`src/rtl/oled_power_seq_if.sv`:
```
// Signal bundle between the OLED power sequencer and its environment:
// start request, delay-generator and SPI handshakes, and the panel control pins.
interface oled_power_seq_if;
    logic       start;
    logic       delayEn;
    logic       delayDone;
    logic       spiSend;
    logic [7:0] spiData;
    logic       spiDone;
    logic       oledDc;
    logic       oledResN;
    logic       oledVddN;
    logic       oledVbatN;
    logic       initDone;

    modport master (
        input  start, delayDone, spiDone,
        output delayEn, spiSend, spiData, oledDc, oledResN, oledVddN, oledVbatN, initDone
    );

    modport slave (
        output start, delayDone, spiDone,
        input  delayEn, spiSend, spiData, oledDc, oledResN, oledVddN, oledVbatN, initDone
    );
endinterface

```
`src/rtl/oled_power_seq.sv`:
```
// OLED panel power-up sequencer: supplies, panel reset and the fixed command
// string, paced by an external 2 ms delay generator and an SPI byte transmitter.
module oled_power_seq #(
    parameter int RES_UNITS  = 1,
    parameter int VBAT_UNITS = 50
) (
    input  logic              clock,
    input  logic              reset,
    oled_power_seq_if.master  bus
);

    typedef enum logic [3:0] {
        S_IDLE,
        S_VDD_ON,
        S_SEND_CMD,
        S_WAIT_SPI,
        S_RES_LOW,
        S_RES_HIGH,
        S_VBAT_ON,
        S_DONE
    } state_t;

    localparam logic [15:0] RES_LAST   = 16'(RES_UNITS - 1);
    localparam logic [15:0] VBAT_LAST  = 16'(VBAT_UNITS - 1);
    localparam logic [3:0]  BYTE_FIRST = 4'd0;
    localparam logic [3:0]  BYTE_F1    = 4'd4;
    localparam logic [3:0]  BYTE_LAST  = 4'd11;

    function automatic logic [7:0] cmd_byte(input logic [3:0] idx);
        case (idx)
            4'd0:    cmd_byte = 8'hAE;
            4'd1:    cmd_byte = 8'h8D;
            4'd2:    cmd_byte = 8'h14;
            4'd3:    cmd_byte = 8'hD9;
            4'd4:    cmd_byte = 8'hF1;
            4'd5:    cmd_byte = 8'h81;
            4'd6:    cmd_byte = 8'h0F;
            4'd7:    cmd_byte = 8'hA1;
            4'd8:    cmd_byte = 8'hC8;
            4'd9:    cmd_byte = 8'hDA;
            4'd10:   cmd_byte = 8'h20;
            4'd11:   cmd_byte = 8'hAF;
            default: cmd_byte = 8'h00;
        endcase
    endfunction

    function automatic logic is_wait(input state_t s);
        is_wait = (s == S_VDD_ON) || (s == S_RES_LOW) || (s == S_RES_HIGH) || (s == S_VBAT_ON);
    endfunction

    state_t      state_q, state_d;
    logic [15:0] unit_q, unit_d;
    logic [3:0]  byte_q, byte_d;

    logic        delay_en_q, delay_en_d;
    logic        spi_send_q, spi_send_d;
    logic [7:0]  spi_data_q, spi_data_d;
    logic        res_n_q, res_n_d;
    logic        vdd_n_q, vdd_n_d;
    logic        vbat_n_q, vbat_n_d;
    logic        init_done_q, init_done_d;

    logic        unit_tick;
    logic        unit_last;

    // A delayDone only counts while the registered request is high, so
    // pulses arriving in the gap cycle between waits are dropped.
    assign unit_tick = delay_en_q && bus.delayDone;
    assign unit_last = (state_q == S_VBAT_ON) ? (unit_q == VBAT_LAST) : (unit_q == RES_LAST);

    // NOTE: every variable gets a default before the case so no path leaves it unassigned and no latch is inferred.
    always_comb begin
        state_d = state_q;
        unit_d  = unit_q;
        byte_d  = byte_q;

        case (state_q)
            S_IDLE: begin
                if (bus.start) state_d = S_VDD_ON;
            end
            S_VDD_ON, S_RES_LOW, S_RES_HIGH, S_VBAT_ON: begin
                if (unit_tick) begin
                    if (unit_last) begin
                        unit_d  = '0;
                        state_d = (state_q == S_RES_LOW) ? S_RES_HIGH : S_SEND_CMD;
                    end else begin
                        unit_d = unit_q + 16'd1;
                    end
                end
            end
            S_SEND_CMD: begin
                state_d = S_WAIT_SPI;
            end
            S_WAIT_SPI: begin
                if (bus.spiDone) begin
                    byte_d = byte_q + 4'd1;
                    if (byte_q == BYTE_FIRST)     state_d = S_RES_LOW;
                    else if (byte_q == BYTE_F1)   state_d = S_VBAT_ON;
                    else if (byte_q == BYTE_LAST) state_d = S_DONE;
                    else                          state_d = S_SEND_CMD;
                end
            end
            S_DONE: begin
                state_d = S_DONE;
            end
            default: begin
                state_d = S_IDLE;
            end
        endcase

        // Outputs are derived from the next state so they register in step
        // with it; entering a wait leaves delayEn low for its first cycle.
        delay_en_d  = is_wait(state_d) && (state_d == state_q);
        spi_send_d  = (state_d == S_SEND_CMD);
        spi_data_d  = (state_d == S_SEND_CMD) ? cmd_byte(byte_d) : spi_data_q;
        res_n_d     = (state_d != S_RES_LOW);
        vdd_n_d     = vdd_n_q  && (state_d != S_VDD_ON);
        vbat_n_d    = vbat_n_q && (state_d != S_VBAT_ON);
        init_done_d = (state_d == S_DONE);
    end

    // NOTE: sequential state uses non-blocking assignments so every flop samples pre-edge values.
    always_ff @(posedge clock or posedge reset) begin
        if (reset) begin
            state_q     <= S_IDLE;
            unit_q      <= '0;
            byte_q      <= '0;
            delay_en_q  <= 1'b0;
            spi_send_q  <= 1'b0;
            spi_data_q  <= 8'h00;
            res_n_q     <= 1'b1;
            vdd_n_q     <= 1'b1;
            vbat_n_q    <= 1'b1;
            init_done_q <= 1'b0;
        end else begin
            state_q     <= state_d;
            unit_q      <= unit_d;
            byte_q      <= byte_d;
            delay_en_q  <= delay_en_d;
            spi_send_q  <= spi_send_d;
            spi_data_q  <= spi_data_d;
            res_n_q     <= res_n_d;
            vdd_n_q     <= vdd_n_d;
            vbat_n_q    <= vbat_n_d;
            init_done_q <= init_done_d;
        end
    end

    assign bus.delayEn   = delay_en_q;
    assign bus.spiSend   = spi_send_q;
    assign bus.spiData   = spi_data_q;
    assign bus.oledDc    = 1'b0;
    assign bus.oledResN  = res_n_q;
    assign bus.oledVddN  = vdd_n_q;
    assign bus.oledVbatN = vbat_n_q;
    assign bus.initDone  = init_done_q;

endmodule

```
`src/flat_wrapper.sv`:
```
// flat-port wrapper written by rule: the top's interface ports become plain ports
module oled_power_seq_flat 
#(
    parameter int RES_UNITS  = 1,
    parameter int VBAT_UNITS = 50
)
  (clock, reset, bus_start, bus_delayDone, bus_spiDone, bus_delayEn, bus_spiSend, bus_spiData, bus_oledDc, bus_oledResN, bus_oledVddN, bus_oledVbatN, bus_initDone);
  oled_power_seq_if bus_i ();
  input  logic clock;
  input  logic reset;
  input wire logic [$bits(bus_i.start)-1:0] bus_start;
  input wire logic [$bits(bus_i.delayDone)-1:0] bus_delayDone;
  input wire logic [$bits(bus_i.spiDone)-1:0] bus_spiDone;
  output wire logic [$bits(bus_i.delayEn)-1:0] bus_delayEn;
  output wire logic [$bits(bus_i.spiSend)-1:0] bus_spiSend;
  output wire logic [$bits(bus_i.spiData)-1:0] bus_spiData;
  output wire logic [$bits(bus_i.oledDc)-1:0] bus_oledDc;
  output wire logic [$bits(bus_i.oledResN)-1:0] bus_oledResN;
  output wire logic [$bits(bus_i.oledVddN)-1:0] bus_oledVddN;
  output wire logic [$bits(bus_i.oledVbatN)-1:0] bus_oledVbatN;
  output wire logic [$bits(bus_i.initDone)-1:0] bus_initDone;
  assign bus_i.start = bus_start;
  assign bus_i.delayDone = bus_delayDone;
  assign bus_i.spiDone = bus_spiDone;
  assign bus_delayEn = bus_i.delayEn;
  assign bus_spiSend = bus_i.spiSend;
  assign bus_spiData = bus_i.spiData;
  assign bus_oledDc = bus_i.oledDc;
  assign bus_oledResN = bus_i.oledResN;
  assign bus_oledVddN = bus_i.oledVddN;
  assign bus_oledVbatN = bus_i.oledVbatN;
  assign bus_initDone = bus_i.initDone;
  oled_power_seq #(.RES_UNITS(RES_UNITS), .VBAT_UNITS(VBAT_UNITS)) u_core (.clock(clock), .reset(reset), .bus(bus_i));
endmodule
```
`config.mk`:
```
export PLATFORM = sky130hd
export DESIGN_NAME = oled_power_seq_flat
export DESIGN_NICKNAME = d
export VERILOG_FILES = /design/src/rtl/oled_power_seq_if.sv /design/src/rtl/oled_power_seq.sv /design/src/flat_wrapper.sv
export SDC_FILE = /design/constraint.sdc
export NUM_CORES = 1
export LEC_CHECK = 0
export CAP_MARGIN = 20
export CORE_MARGIN = 5
export CORE_UTILIZATION = 52
export CTS_CLUSTER_DIAMETER = 100
export DETAILED_ROUTE_END_ITERATION = 10
export PLACE_DENSITY = 0.8
export SLEW_MARGIN = 25
export SYNTH_ARGS = -nofsm -noshare
export SYNTH_HDL_FRONTEND = slang
export SYNTH_SLANG_ARGS = --single-unit
```
`constraint.sdc`:
```
create_clock -name clock -period 1.94 [get_ports clock]
set_input_delay 0.194 -clock clock [delete_from_list [all_inputs] [get_ports clock]]
set_output_delay 0.194 -clock clock [all_outputs]
set_load 0.01 [all_outputs]
```
# Word-level counts from Yosys, hierarchy flattened
# Memory sizes are Yosys's and may differ from the RTL's. A register that Yosys moved wholly into a read port is not among the register bits.
# Cells that the tools add are included.
[totals]
ff_bits = 30
rom_bits = 128
in_bits = 5
out_inout_bits = 15
word_cells = 57
n_memories = 1
[memory_table]
columns = ["name", "depth", "word_bits", "read_ports", "rd_clocked_by_memory_dff", "wr", "line", "rtl"]
rows = [
  ["(name not given)", 16, 8, 1, 1, 0, "oled_power_seq.sv:30", "case (idx)"],
]
[op_classes]
addsub = 2
n_eq_ne = 20
n_mux = 13
n_reduce_logical = 12
[ops]
columns = ["op", "count"]
rows = [
  ["$eq A4 B3 Y1 const B", 9],
  ["$mux W4", 8],
  ["$pmux W4 S5", 1],
  ["$add A16 B1 Y16 const B", 1],
  ["$eq A16 B6 Y1 const B", 1],
  ["$logic_not A16 Y1", 1],
  ["$mux W16", 1],
  ["$eq A4 B2 Y1 const B", 3],
  ["$eq A4 B1 Y1 const B", 2],
  ["$logic_not A4 Y1", 2],
  ["$ne A4 B3 Y1 const B", 2],
  ["$mux W3", 2],
  ["$add A4 B1 Y4 const B", 1],
  ["$eq A4 B4 Y1", 1],
  ["$eq A4 B4 Y1 const B", 1],
  ["$logic_and A1 B1 Y1", 4],
  ["$ne A4 B1 Y1 const B", 1],
  ["$reduce_or A4 Y1", 1],
  ["$logic_or A1 B1 Y1", 3],
  ["$reduce_and A2 Y1", 1],
  ["$mux W1", 1],
]

# Logic depth before layout (Yosys ltp)
[depth]
word_depth = 11
depth_mapped = 10
mapped_depth_nobuf = 9

# Worst setup path before layout
# OpenSTA, ideal clock, no wires.
[synth_timing]
path_kind = "register -> register"
start = "register u_core.state_q[1]"
end = "register u_core.spi_data_q[5] (netlist: u_core.bus.spiData[5])"
setup_time_ns = 0.082
arrival_ns = 2.055
t_required_ns = 1.858
setup_slack_ns = -0.197
path_stages_with_launch = 8
path_buffers = 1
period_less_slack_ns = 2.137
path_cell_list = "dfrtp_1 -> buf_4 -> and4b_1 -> and3_1 -> or2_2 -> ha_1 -> or3_1 -> a31oi_1"
[synth_between]
word_cells_on_any_way = 18
cone_classes = "eq/ne (8); mux (8); reduce/logical (2)"
[synth_rtl]
columns = ["item", "line", "rtl"]
rows = [
  ["from (decl)", "oled_power_seq.sv:51", "state_t state_q, state_d;"],
  ["from (signal assigned)", "oled_power_seq.sv:136", "state_q <= state_d;"],
  ["$eq A4 B2 Y1", "oled_power_seq.sv:77", "case (state_q)"],
  ["$mux W4", "oled_power_seq.sv:77", ""],
  ["via u_core.byte_d[1]", "oled_power_seq.sv:53", "logic [3:0] byte_q, byte_d;"],
  ["to (decl)", "oled_power_seq.sv:57", "logic [7:0] spi_data_q, spi_data_d;"],
]
# The timed path passes the listed nets, and every way through them passes these cells.
# A chain may end at the register's enable or synchronous reset.

# Worst setup path in the final report
[layout_timing]
start = "register u_core.state_q[2]"
end = "register u_core.spi_data_q[3] (netlist: u_core.bus.spiData[3])"
# Same word-level chain as after synthesis.

==> flow_metrics.tcl <==
set metrics [dict create \
    wl_per_cell_um 16.43 \
    report.final.slew_viol_count 0 \
    crit_buf_inv 0 \
    syn_area_per_cell_um2 10.02 \
    outcome "finished with violations" \
    ys_ff_latch 38 \
    skew_ns 0.008780 \
    period_share_pct 105.2 \
    clkSinkCount 38 \
    cts_buffer_depth 2 \
    grt_pass1_wl_um 8721 \
    vias 1958 \
    via_per_inst 5.610 \
    synth-async-reset-ratio_pct 100.0 \
    hold_class "in -> async" \
    critical_path_class "reg -> reg" \
    powerDensity_mw_per_mm2 683.9 \
    cts_buffers 5 \
    arrival_ns 2.23 \
    synthTopCellsByArea "dfrtp_1, ha_1, dfstp_2, a31oi_1, inv_1" \
    initial_utilization_pct 54.55 \
    max_freq_mhz 489.8 \
    drt_iter0_drc 91 \
    max_stage_delay_ns 0.42 \
    synth_top_cell_area_share_pct 39.57 \
    worstSetupStartpoint "u_core.state_q[2]" \
    fp.dieW_um 75.24 \
    synth_xor_area_share_pct 5.144 \
    synth_enable_flop_cells 0 \
    postCtsHoldBufs 0 \
    drv_cap 0 \
    grt_max_degree 39 \
    setup-violations-final 11 \
    cts_root_buf "clkbuf_8" \
    pre_cts_slack_ns -0.2698 \
    yosysWarningCount 0 \
    rows 23 \
    path_delay_family "simple AND/OR/NAND/NOR gates" \
    drcViolationCount 0 \
    area_growth_pct 40.36 \
    synth_compound_area_share_pct 15.21 \
    numPortBuffers 18 \
    nets 313 \
    design.core.area_mm2 0.004058 \
    grt_pass1_vias 1879 \
    netlist_area_mm2 0.002213 \
    cp-end-kind "flip-flop" \
    worstReg2RegStart "u_core.state_q[2]" \
    routed_wl_um 5735 \
    yosys.area_share.simple_pct 21.99 \
    finalCriticalPeriod_ns 2.042 \
    place_area_mm2 0.002793 \
    ys_types 56 \
    grt_usage_pct 20.48 \
    path_clk_slew_ns 0.08 \
    cts_tree "built" \
    p_leak_nw 1.493 \
    hold_viol 0 \
    layout-drive-gt1-share_pct 36.45 \
    synthMuxAreaShare_pct 3.109 \
    finalInstanceArea_mm2 0.003107 \
    boundaryPins 20 \
    clk_latency_ns 0.29 \
    gp_congestion 0.8782 \
    crit_chain "and4b_2 > a21oi_2 > or2_4 > ha_1 > o2111ai_1 > o21ai_0 > mux2_4" \
    crit_fanout 6 \
    dieArea_mm2 0.005661 \
    drt_first_pass_iters 4 \
    ant_nets 0 \
    synth_area_leader_cell "dfrtp_1" \
    synth-main-ff-cell "dfrtp_1" \
    startpoint_type "flip-flop" \
    yosysSeqAreaShare_pct 43.13 \
    vdd_ir_drop_max_mv 0.5136 \
    synthAdderAreaFrac_pct 5.653 \
    n_antenna_cell 0 \
    violations "setup timing" \
    antenna_found_initial 0 \
    h-tree-depth 2 \
    grt_overflow_total 0 \
    synth_top_family_by_area "simple AND/OR/NAND/NOR gates" \
    cp_slowest_cell "dfrtp_1" \
    die_y_um 75.24 \
    synth_most_common_cell "dfrtp_1" \
    postLayoutSetupSlackWorst_ns -0.1018 \
    required_ns 2.13 \
    dp.final_hpwl_um 3852 \
    synthCells 221 \
    rsz0062_at_grt "true" \
    tns_ns -0.4971 \
    hold_ws_ns 0.3158 \
    synth_common_cells "dfrtp_1, inv_1, a31oi_1, nand3_1, nor2_1" \
]
==> registers in the layout (all words and copies together) (netlist names), 4 cells and up <==
signal,cells
u_core.state_q,4
u_core.unit_q,16
u_core.bus.spiData,8
u_core.byte_q,4
==> layout by cell type, fill, tap and decap left out, types with 7 or more instances in the layout <==
master / Yosys / routed
inv_1: 18 / 15
clkdlybuf4s50_1: 0 / 18
a31oi_1: 12 / 8
ha_1: 10 / 7
nand2_1: 7 / 7
xor2_1: 7 / 7
dfrtp_1: 35 / 35
buf_4: 2 / 54
nand3_1: 11 / 11
nor2_1: 11 / 9
==> per-stage QoR <==
stage	instances	total power, mW	util, %
2_1_floorplan	222	1.260	-
3_3_place_gp	333	1.472	68.83
3_5_place_dp	333	1.497	68.83
4_1_cts	347	2.080	72.71
5_1_grt	349	2.244	76.56
6_report	349	2.125	76.56
==> metal layers <==
metal  vias up  track usage [%]  wire, um
met1       956            27.16      2506
met4         0            8.155        99
li1        960                -         -
met2        34            32.79      2952
met3         8            4.406       176
met5         -                0         0
==> worst min-delay path, cell delays in order <==
cell             delay, ns
clkdlybuf4s50_1       0.39
inv_1                 0.05
buf_4                 0.41
==> logic make-up (layout without fill, tap and decap cells) <==
family,after synthesis,in the layout
compound gates,50,50
xor+xnor,13,13
fa+ha+maj,10,10
buf+inv,27,104
flops,38,38
mux,5,5
other cells,1,2
simple gates,77,77
==> where the power goes <==
group / total (mW) / internal (mW) / switching (mW)
sequential: 0.941 / 0.873 / 0.0681
clock: 0.567 / 0.287 / 0.280
combinational: 0.617 / 0.319 / 0.298
total: 2.12 / 1.48 / 0.646
==> worst paths after layout <==
| kind | cells past startpoint | to | slack (ns) |
|---|---|---|---|
| max | 7 | u_core.bus.spiData[3] | -0.10 |
| min reg2reg | 1 | u_core.bus.oledVddN | 0.46 |
| min in group clock | 1 | u_core.bus.oledVddN | 0.46 |
| max reg2reg | 7 | u_core.bus.spiData[3] | -0.10 |
| min | 3 | u_core.bus.spiData[2] | 0.32 |
| max in group asynchronous | 3 | u_core.bus.oledVddN | 1.26 |
==> layout make-up <==
class / count / area [um2]
Sequential cell: 38 / 954.7
Inverter: 19 / 71.32
Timing Repair Buffer: 77 / 641.9
Tap cell: 50 / 62.56
Clock inverter: 1 / 5.005
Clock buffer: 7 / 86.33
Fill cell: 277 / 950.9
Multi-Input combinational cell: 157 / 1285
==> repair_timing <==
item	CTS	global route
setup buffers	6	2
setup endpoints to repair	9	23
resized for setup	8	32
pin swaps	5	19
No activity file was read; power rests on OpenSTA's default activity.
